===== config.mk =====
export PLATFORM = sky130hd
export DESIGN_NAME = unified_mem_arbiter_flat
export DESIGN_NICKNAME = d
export VERILOG_FILES = /design/src/rtl/unified_mem_arbiter_if.sv /design/src/rtl/unified_mem_arbiter.sv /design/src/flat_wrapper.sv
export SDC_FILE = /design/constraint.sdc
export NUM_CORES = 1
export LEC_CHECK = 0
export ABC_AREA = 1
export CAP_MARGIN = 20
export CORE_AREA = 2 2 106 108
export CTS_BUF_LIST = sky130_fd_sc_hd__clkbuf_16
export CTS_CLUSTER_DIAMETER = 30
export DETAILED_ROUTE_END_ITERATION = 10
export DIE_AREA = 0 0 108 110
export DONT_BUFFER_PORTS = 1
export GPL_ROUTABILITY_DRIVEN = 1
export GPL_TIMING_DRIVEN = 0
export PLACE_DENSITY = 0.82
export SLEW_MARGIN = 40
export SYNTH_ARGS = -nofsm -noshare
export SYNTH_HDL_FRONTEND = slang
export SYNTH_SLANG_ARGS = --single-unit

===== constraint.sdc =====
create_clock -name clk -period 4.95 [get_ports clk]
set_input_delay 0.99 -clock clk [delete_from_list [all_inputs] [get_ports clk]]
set_output_delay 0.99 -clock clk [all_outputs]
set_load 0.005 [all_outputs]

===== src/rtl/unified_mem_arbiter_if.sv =====
// rtl/unified_mem_arbiter_if.sv - fetch, load/store and unified-memory bus bundle for the memory arbiter
interface unified_mem_arbiter_if #(
  parameter int ADDR_W = 32
);
  logic              if_req;
  logic [ADDR_W-1:0] if_addr;
  logic [31:0]       if_rdata;
  logic              if_valid;
  logic              if_err;

  logic              d_req;
  logic              d_we;
  logic [1:0]        d_size;
  logic [ADDR_W-1:0] d_addr;
  logic [31:0]       d_wdata;
  logic [31:0]       d_rdata;
  logic              d_valid;
  logic              d_err;

  logic              stall;

  logic              mem_req;
  logic              mem_we;
  logic [ADDR_W-1:0] mem_addr;
  logic [31:0]       mem_wdata;
  logic [3:0]        mem_wstrb;
  logic [31:0]       mem_rdata;
  logic              mem_ready;

  modport slave (
    input  if_req, if_addr, d_req, d_we, d_size, d_addr, d_wdata, mem_rdata, mem_ready,
    output if_rdata, if_valid, if_err, d_rdata, d_valid, d_err, stall,
           mem_req, mem_we, mem_addr, mem_wdata, mem_wstrb
  );

  modport master (
    output if_req, if_addr, d_req, d_we, d_size, d_addr, d_wdata, mem_rdata, mem_ready,
    input  if_rdata, if_valid, if_err, d_rdata, d_valid, d_err, stall,
           mem_req, mem_we, mem_addr, mem_wdata, mem_wstrb
  );
endinterface


===== src/rtl/unified_mem_arbiter.sv =====
// rtl/unified_mem_arbiter.sv - data-priority arbiter sharing one single-port memory between fetch and load/store
module unified_mem_arbiter #(
  parameter int ADDR_W         = 32,
  parameter int TIMEOUT_CYCLES = 255
) (
  input  logic                  clk,
  input  logic                  reset_n,
  unified_mem_arbiter_if.slave  bus
);

  localparam int CNT_W = $clog2(TIMEOUT_CYCLES + 1);
  localparam logic [CNT_W-1:0] CNT_LAST = CNT_W'(TIMEOUT_CYCLES - 1);

  typedef enum logic [1:0] {IDLE, FETCH, DATA, RESP} state_t;

  state_t            r_state;
  logic              r_gnt_d;
  logic [CNT_W-1:0]  r_cnt;

  logic [31:0]       r_if_rdata;
  logic              r_if_valid;
  logic              r_if_err;
  logic [31:0]       r_d_rdata;
  logic              r_d_valid;
  logic              r_d_err;
  logic              r_mem_req;
  logic              r_mem_we;
  logic [ADDR_W-1:0] r_mem_addr;
  logic [31:0]       r_mem_wdata;
  logic [3:0]        r_mem_wstrb;

  logic              w_if_mis;
  logic              w_d_mis;
  logic [3:0]        w_strb;
  logic [31:0]       w_wdata;

  always_comb begin
    w_if_mis = (bus.if_addr[1:0] != 2'b00);
    w_d_mis  = 1'b0;
    w_strb   = 4'b0000;
    w_wdata  = bus.d_wdata;
    case (bus.d_size)
      2'b00: begin
        w_strb  = 4'b0001 << bus.d_addr[1:0];
        w_wdata = {4{bus.d_wdata[7:0]}};
      end
      2'b01: begin
        w_d_mis = bus.d_addr[0];
        w_strb  = 4'b0011 << bus.d_addr[1:0];
        w_wdata = {2{bus.d_wdata[15:0]}};
      end
      2'b10: begin
        w_d_mis = (bus.d_addr[1:0] != 2'b00);
        w_strb  = 4'b1111;
      end
      default: w_d_mis = 1'b1;
    endcase
  end

  always_ff @(posedge clk) begin
    if (!reset_n) begin
      r_state     <= IDLE;
      r_gnt_d     <= 1'b0;
      r_cnt       <= '0;
      r_if_rdata  <= '0;
      r_if_valid  <= 1'b0;
      r_if_err    <= 1'b0;
      r_d_rdata   <= '0;
      r_d_valid   <= 1'b0;
      r_d_err     <= 1'b0;
      r_mem_req   <= 1'b0;
      r_mem_we    <= 1'b0;
      r_mem_addr  <= '0;
      r_mem_wdata <= '0;
      r_mem_wstrb <= '0;
    end else begin
      case (r_state)
        IDLE: begin
          // Misaligned requests skip the memory and answer straight from IDLE.
          if (!(r_if_valid || r_d_valid)) begin
            if (bus.d_req) begin
              r_gnt_d <= 1'b1;
              if (w_d_mis) begin
                r_state   <= RESP;
                r_d_valid <= 1'b1;
                r_d_err   <= 1'b1;
                r_d_rdata <= '0;
              end else begin
                r_state     <= DATA;
                r_mem_req   <= 1'b1;
                r_mem_we    <= bus.d_we;
                r_mem_addr  <= {bus.d_addr[ADDR_W-1:2], 2'b00};
                r_mem_wstrb <= bus.d_we ? w_strb : 4'b0000;
                r_mem_wdata <= bus.d_we ? w_wdata : 32'h0;
              end
            end else if (bus.if_req) begin
              r_gnt_d <= 1'b0;
              if (w_if_mis) begin
                r_state    <= RESP;
                r_if_valid <= 1'b1;
                r_if_err   <= 1'b1;
                r_if_rdata <= '0;
              end else begin
                r_state     <= FETCH;
                r_mem_req   <= 1'b1;
                r_mem_we    <= 1'b0;
                r_mem_addr  <= {bus.if_addr[ADDR_W-1:2], 2'b00};
                r_mem_wstrb <= 4'b0000;
                r_mem_wdata <= 32'h0;
              end
            end
          end
        end
        FETCH, DATA: begin
          if (bus.mem_ready || (r_cnt == CNT_LAST)) begin
            r_state     <= RESP;
            r_cnt       <= '0;
            r_mem_req   <= 1'b0;
            r_mem_we    <= 1'b0;
            r_mem_wstrb <= 4'b0000;
            if (r_gnt_d) begin
              r_d_valid <= 1'b1;
              r_d_err   <= !bus.mem_ready;
              r_d_rdata <= (bus.mem_ready && !r_mem_we) ? bus.mem_rdata : 32'h0;
            end else begin
              r_if_valid <= 1'b1;
              r_if_err   <= !bus.mem_ready;
              r_if_rdata <= bus.mem_ready ? bus.mem_rdata : 32'h0;
            end
          end else begin
            r_cnt <= r_cnt + 1'b1;
          end
        end
        RESP: begin
          r_state    <= IDLE;
          r_if_valid <= 1'b0;
          r_if_err   <= 1'b0;
          r_d_valid  <= 1'b0;
          r_d_err    <= 1'b0;
        end
        default: r_state <= IDLE;
      endcase
    end
  end

  assign bus.if_rdata  = r_if_rdata;
  assign bus.if_valid  = r_if_valid;
  assign bus.if_err    = r_if_err;
  assign bus.d_rdata   = r_d_rdata;
  assign bus.d_valid   = r_d_valid;
  assign bus.d_err     = r_d_err;
  assign bus.mem_req   = r_mem_req;
  assign bus.mem_we    = r_mem_we;
  assign bus.mem_addr  = r_mem_addr;
  assign bus.mem_wdata = r_mem_wdata;
  assign bus.mem_wstrb = r_mem_wstrb;
  assign bus.stall     = ((bus.if_req || bus.d_req) && !(r_if_valid || r_d_valid)) || (r_state != IDLE);

endmodule


===== src/flat_wrapper.sv =====
// flat-port wrapper written by rule: the top's interface ports become plain ports
module unified_mem_arbiter_flat 
#(
  parameter int ADDR_W         = 32,
  parameter int TIMEOUT_CYCLES = 255
)
  (clk, reset_n, bus_if_req, bus_if_addr, bus_d_req, bus_d_we, bus_d_size, bus_d_addr, bus_d_wdata, bus_mem_rdata, bus_mem_ready, bus_if_rdata, bus_if_valid, bus_if_err, bus_d_rdata, bus_d_valid, bus_d_err, bus_stall, bus_mem_req, bus_mem_we, bus_mem_addr, bus_mem_wdata, bus_mem_wstrb);
  unified_mem_arbiter_if #(.ADDR_W(ADDR_W)) bus_i ();
  input  logic clk;
  input  logic reset_n;
  input wire logic [$bits(bus_i.if_req)-1:0] bus_if_req;
  input wire logic [$bits(bus_i.if_addr)-1:0] bus_if_addr;
  input wire logic [$bits(bus_i.d_req)-1:0] bus_d_req;
  input wire logic [$bits(bus_i.d_we)-1:0] bus_d_we;
  input wire logic [$bits(bus_i.d_size)-1:0] bus_d_size;
  input wire logic [$bits(bus_i.d_addr)-1:0] bus_d_addr;
  input wire logic [$bits(bus_i.d_wdata)-1:0] bus_d_wdata;
  input wire logic [$bits(bus_i.mem_rdata)-1:0] bus_mem_rdata;
  input wire logic [$bits(bus_i.mem_ready)-1:0] bus_mem_ready;
  output wire logic [$bits(bus_i.if_rdata)-1:0] bus_if_rdata;
  output wire logic [$bits(bus_i.if_valid)-1:0] bus_if_valid;
  output wire logic [$bits(bus_i.if_err)-1:0] bus_if_err;
  output wire logic [$bits(bus_i.d_rdata)-1:0] bus_d_rdata;
  output wire logic [$bits(bus_i.d_valid)-1:0] bus_d_valid;
  output wire logic [$bits(bus_i.d_err)-1:0] bus_d_err;
  output wire logic [$bits(bus_i.stall)-1:0] bus_stall;
  output wire logic [$bits(bus_i.mem_req)-1:0] bus_mem_req;
  output wire logic [$bits(bus_i.mem_we)-1:0] bus_mem_we;
  output wire logic [$bits(bus_i.mem_addr)-1:0] bus_mem_addr;
  output wire logic [$bits(bus_i.mem_wdata)-1:0] bus_mem_wdata;
  output wire logic [$bits(bus_i.mem_wstrb)-1:0] bus_mem_wstrb;
  assign bus_i.if_req = bus_if_req;
  assign bus_i.if_addr = bus_if_addr;
  assign bus_i.d_req = bus_d_req;
  assign bus_i.d_we = bus_d_we;
  assign bus_i.d_size = bus_d_size;
  assign bus_i.d_addr = bus_d_addr;
  assign bus_i.d_wdata = bus_d_wdata;
  assign bus_i.mem_rdata = bus_mem_rdata;
  assign bus_i.mem_ready = bus_mem_ready;
  assign bus_if_rdata = bus_i.if_rdata;
  assign bus_if_valid = bus_i.if_valid;
  assign bus_if_err = bus_i.if_err;
  assign bus_d_rdata = bus_i.d_rdata;
  assign bus_d_valid = bus_i.d_valid;
  assign bus_d_err = bus_i.d_err;
  assign bus_stall = bus_i.stall;
  assign bus_mem_req = bus_i.mem_req;
  assign bus_mem_we = bus_i.mem_we;
  assign bus_mem_addr = bus_i.mem_addr;
  assign bus_mem_wdata = bus_i.mem_wdata;
  assign bus_mem_wstrb = bus_i.mem_wstrb;
  unified_mem_arbiter #(.ADDR_W(ADDR_W), .TIMEOUT_CYCLES(TIMEOUT_CYCLES)) u_core (.clk(clk), .reset_n(reset_n), .bus(bus_i));
endmodule

==> results.txt, run 1 <==
status = complete, no violations
Hold Vio Cnt, Final = 0
routed wl met3 = 2.24 mm
Routed WL = 21.6 mm
clock sink count = 147
critical path, cell by cell = inv_1, ha_1, buf_2, o21ai_2, nand2_1, inv_1
fraction of power spent switching nets = 40.9%
Post-synth EDFFs = 0
Max-cap violations = 0
minimum clock period = 2760 ps
R2R Path End = u_core.bus.if_rdata[30]
Final Max Tran Viols = 0
hold buffer count at cts = 0
first-pass GRT wire length = 32.8 mm
initial drt markers = 571
Routed WL per cell = 17.4 µm
fmax = 362 MHz
First-pass DRT Iterations = 6
Worst-Skew Late Latency = 430 ps
# H-tree levels = 4
area of the die = 11,900 µm²
vias = 7,148
Critical Path AT = 1770 ps
final setup violation count = 0
I/O Buffers = 0
largest net degree at the start of global routing = 17
R2R Setup Slk = 2630 ps
DR top layer = met4
grt ovf = 0
M1 WL = 7.67 mm
Lkg Pwr = 3.47 nW
area delta synth->final = 11.3%
RR Startpoint = u_core.r_state[0]
total power per unit cell area = 661 nW/µm²
CTS resizes = 0
wire length on met2 = 10.8 mm
Root Buffer = clkbuf_16
Synth top area share = 41.5%
Synth area leaders = dfxtp_1 (41%), nand2_1 (14%), nor2_1 (12%)
slowest CP cell = dfxtp_1
n_diodes = 0
crit path capture type = primary output
Final Non-Filler Cells = 1,244
Placed Cells = 1,212
# fillers = 957
family with the most delay on the worst path = buffers and inverters
Power Internal = 3.09 mW
area of the core = 10,700 µm²
RSZ-0062 raised after global routing = no
row count = 38
Clock transition at path regs = 60 ps
Layout Skew = 5.25 ps
Vias/cell = 5.75
Die Width = 108 µm
setup TNS = 0 ps
Yosys reg bits = 147
startpoint types = register
hpwl dp = 16.5 mm
Mapped Cells = 1,071
post-synthesis sequential area ratio = 41.5%
worst-margin pin slew = 564 ps
r2r worst-path depth = 10
Mapped Avg Cell Area = 6.63 µm²
Clock power frac = 26.4%
worst hold path endpoint = u_core.r_gnt_d
Antenna Violating Nets Remaining = 0
Final Cycle Share = 55.8%
YS warnings = 0
max incr delay on CP = 380 ps
Setup Crit Path Kind = reg2out
Starting Density = 66.4%
commonest cells in the netlist = nand2_1 (261), nor2_1 (236), dfxtp_1 (147), a21oi_1 (79)
ys async rst share = 0%
CTS tree = done
postcts setup bufs = 0
GPL Wtd Cong = 0.944
most area-hungry cell type in the Yosys netlist = dfxtp_1
hold depth = 2
Gate power share = 40.5%
worst vdd ir = 0.338 mV
initial antenna violation count = 0
CP Buf/Inv Count = 3
hold wc startpoint = u_core.r_gnt_d
worst-case clock buffer depth = 2
I/O Pins = 275
total track usage = 35.8%
Flop pwr share = 33.1%
most numerous cell in the Yosys netlist = nand2_1
Die Ht = 110 µm
post-synthesis cell type count = 38
vias in the first global route = 6,595
Post-synth top flop = dfxtp_1
P_sw = 2.14 mW
nets = 1,232
critical path required time = 3960 ps
DRC = 0
most used cell, CP = inv_1
Slew headroom = 62.4%
Crit Path Max Fanout = 10
CTS buffer count = 17
worst hold path type = reg2reg
ratio of cells with drive above 1 in the final layout = 8.06%
Post-Syn Area = 7100 µm²
state kept, by name (all words and copies together) (netlist names):
register              cells
u_core.r_state            2
u_core.bus.d_valid        1
u_core.bus.mem_addr      30
u_core.bus.mem_req        1
u_core.bus.d_rdata       32
u_core.bus.mem_we         1
u_core.bus.d_err          1
u_core.bus.if_rdata      32
u_core.r_cnt              8
u_core.bus.mem_wstrb      4
u_core.bus.if_err         1
u_core.r_gnt_d            1
u_core.bus.if_valid       1
u_core.bus.mem_wdata     32
kinds of logic (layout without fill, tap and decap cells):
logic type                 count (synthesis)  count (layout)  synth area share (%)
DFF                                      147             147                  41.5
adders and majority gates                  5               5                 0.881
xor gates and xnor gates                   1               1                 0.123
buffers and inverters                    124             156                  8.13
and+or+nand+nor                          630             630                  37.4
other                                      1               2                0.0528
AOI/OAI and AO/OA                        163             163                  12.0
per-stage QoR:
stage / util (%) / cell area, µm² / setup WS [ps] / total power [mW] / hold slack (ps)
floorplan: - / 7100 / 2540 / 3.32 / 440
global placement: 68.0 / 7280 / 2390 / 3.77 / 459
detailed placement: 68.0 / 7280 / 2380 / 3.82 / 464
CTS: 73.8 / 7900 / 2190 / 5.19 / 472
global route: 73.8 / 7900 / 2070 / 5.55 / 505
finish: 73.8 / 7900 / 2190 / 5.22 / 477
tightest hold or removal path: cells and delay by family (launching register included):
kind | cells | cell delay (ps)
AO/OA/AOI/OAI | 1 | 50
AND/OR/NAND/NOR | 1 | 60
flip-flops | 1 | 320
final cells by class:
type	instances	area, µm²	share of cell area [%]
multi-input cells	801	3580	45.4
flip-flops and latches	147	2940	37.3
clock buffers	17	425	5.39
plain buffers	76	394	4.99
clock inverters	15	195	2.47
inverters	48	183	2.31
well taps	140	175	2.22
cells in the final DEF (no fill, tap or decap), types with 2 or more instances in the layout:
master     Yosys  routed
nand2_1      261     261
nor2_1       236     236
dfxtp_1      147     147
a21oi_1       79      79
nand3_1       67      67
o21ai_0       67      67
inv_1         42      43
clkbuf_1      38      38
nand4_1       37      37
buf_2         17      17
clkbuf_16      0      17
nor2_2        16      16
buf_4          7       7
buf_1          7       7
buf_6          6       6
o22ai_1        5       5
inv_2          5       5
ha_1           5       5
clkinv_1       0       5
bufinv_16      0       5
o211ai_1       4       4
nand2_2        3       3
clkinv_2       0       3
o21ai_1        2       2
nor3_1         2       2
nor2_8         2       2
conb_1         1       2
per-layer routing:
layer  track usage (%)  up-vias
li1                  -     3495
met1              37.7     3195
met2              63.7      385
met3              11.9       73
met4              18.5        0
met5                 0        -
power by group through the flow:
stage          Clock [mW]  Sequential, mW  Combinational (mW)
2_1_floorplan           0            1.66                1.66
3_3_place_gp            0            1.75                2.02
3_5_place_dp            0            1.75                2.07
4_1_cts              1.37            1.73                2.09
5_1_grt              1.43            1.76                2.36
6_report             1.38            1.73                2.12
worst max path at each step:
stage                                  from        end  slack, ps  cells past startpoint
after floorplan                   bus_d_req  bus_stall       2540                      5
after global placement            bus_d_req  bus_stall       2390                      5
after detailed placement          bus_d_req  bus_stall       2380                      5
after CTS                 u_core.r_state[0]  bus_stall       2190                      6
after global routing      u_core.r_state[0]  bus_stall       2070                      6
final                     u_core.r_state[0]  bus_stall       2190                      6
Note: power is estimated with default switching activity, not from simulation.
==> inputs of run 2 (changes only) <==
--- a/config.mk
+++ b/config.mk
@@ -7,15 +7,14 @@
 export LEC_CHECK = 0
 export ABC_AREA = 1
 export CAP_MARGIN = 20
-export CORE_AREA = 2 2 106 108
+export CORE_UTILIZATION = 64
 export CTS_BUF_LIST = sky130_fd_sc_hd__clkbuf_16
 export CTS_CLUSTER_DIAMETER = 30
 export DETAILED_ROUTE_END_ITERATION = 10
-export DIE_AREA = 0 0 108 110
 export DONT_BUFFER_PORTS = 1
 export GPL_ROUTABILITY_DRIVEN = 1
 export GPL_TIMING_DRIVEN = 0
-export PLACE_DENSITY = 0.82
+export PLACE_DENSITY = 0.8
 export SLEW_MARGIN = 40
 export SYNTH_ARGS = -nofsm -noshare
 export SYNTH_HDL_FRONTEND = slang
==> constraint.sdc (replaced) <==
create_clock -name clk -period 2.65 [get_ports clk]
set_input_delay 0.53 -clock clk [delete_from_list [all_inputs] [get_ports clk]]
set_output_delay 0.53 -clock clk [all_outputs]
set_load 0.005 [all_outputs]
==> results.txt, run 2 (synthesized netlist as in run 1, its figures left out) <==
status = complete, no violations
critical path required time = 2970 ps
ratio of cells with drive above 1 in the final layout = 7.80%
RSZ-0062 raised after global routing = no
final setup violation count = 0
most common cell after layout, fill and taps aside = nand2_1
grt ovf = 0
postcts setup bufs = 0
setup TNS = 0 ps
CTS resizes = 0
DR top layer = met4
worst hold path type = in2reg
Routed WL = 21.0 mm
Critical Path AT = 2670 ps
CTS buffer count = 17
initial drt markers = 480
Setup WS post-layout = 309 ps
wire length on met2 = 9.99 mm
Vias/cell = 5.74
clock sink count = 147
vias = 7,125
Die Ht = 107 µm
startpoint types = register
Antenna Violating Nets Remaining = 0
I/O Pins = 275
worst vdd ir = 0.659 mV
Die Width = 107 µm
Slew headroom = 60.8%
Worst-Skew Late Latency = 430 ps
Layout Skew = 6.55 ps
pre-CTS setup slack = 372 ps
Final Max Tran Viols = 0
# H-tree levels = 4
GPL Wtd Cong = 0.958
Final Cycle Share = 88.4%
initial antenna violation count = 0
I/O Buffers = 0
total track usage = 36.5%
Clock transition at path regs = 60 ps
first-pass GRT wire length = 32.2 mm
Setup Crit Path Kind = reg2reg
First-pass DRT Iterations = 5
area delta synth->final = 9.31%
Max-cap violations = 0
hold buffer count at cts = 0
Routed WL per cell = 16.9 µm
DRC = 0
area of the core = 10,800 µm²
hpwl dp = 15.8 mm
Hold Vio Cnt, Final = 0
row count = 38
n_diodes = 0
nets = 1,232
commonest non-fill, non-tap cells in the layout = nand2_1 (261), nor2_1 (236), dfxtp_1 (147), a21oi_1 (79)
minimum clock period = 2340 ps
max incr delay on CP = 420 ps
Starting Density = 65.5%
M1 WL = 7.85 mm
CTS tree = done
worst-case clock buffer depth = 2
Root Buffer = clkbuf_16
slowest CP cell = buf_1
worst-margin pin slew = 587 ps
total power per unit cell area = 1180 nW/µm²
Lkg Pwr = 3.42 nW
crit path capture type = register
area of the die = 11,500 µm²
Crit Path Max Fanout = 10
largest net degree at the start of global routing = 17
critical path, cell by cell = inv_1, ha_1, inv_2, buf_2, o21ai_1, nor2_2, buf_1, nand4_1, nand2_1, nor2_1
routed wl met3 = 2.11 mm
fmax = 427 MHz
vias in the first global route = 6,485
run 2: worst max-delay path: cells and delay by family (launching register included):
family / cells / cell delay (ps)
and+or+nand+nor: 4 / 650
AOI/OAI and AO/OA: 1 / 120
adders and majority gates: 1 / 310
DFF: 1 / 390
buffers and inverters: 4 / 770
run 2: area by class of cell:
class	count	area, µm²
multi-input cells	801	3580
fillers	974	3080
flip-flops and latches	147	2940
clock buffers	17	425
plain buffers	76	394
inverters	48	183
well taps	140	175
clock inverters	13	56.3
run 2: where the power goes:
group	leakage (nW)	internal, mW	switching (mW)
clock	0.255	1.15	0.883
sequential	1.20	2.76	0.483
combinational	1.96	1.37	2.56
total	3.42	5.27	3.93
run 2: path summary, 6_finish.rpt:
check                     from                       to  slack [ps]  depth (start not counted)
max          u_core.r_state[0]  u_core.bus.if_rdata[29]         310                         10
min             bus_d_wdata[3]  u_core.bus.mem_wdata[3]         260                          2
min reg2reg     u_core.r_gnt_d           u_core.r_gnt_d         470                          2
max reg2reg  u_core.r_state[0]  u_core.bus.if_rdata[29]         310                         10
run 2: routing by layer:
layer	vias up	global-route usage (%)
met2	389	61.2
met4	0	21.9
li1	3490	-
met3	83	10.9
met5	-	0
met1	3163	40.7
run 2: metrics by stage:
step	hold WS [ps]	power, mW	utilization (%)	instances	cell area, µm²
floorplan	440	6.20	-	1072	7100
global placement	455	7.05	67.1	1212	7280
detailed placement	464	7.12	67.1	1212	7280
CTS	258	9.13	71.6	1242	7760
global route	272	9.83	71.6	1242	7760
finish	261	9.19	71.6	1242	7760
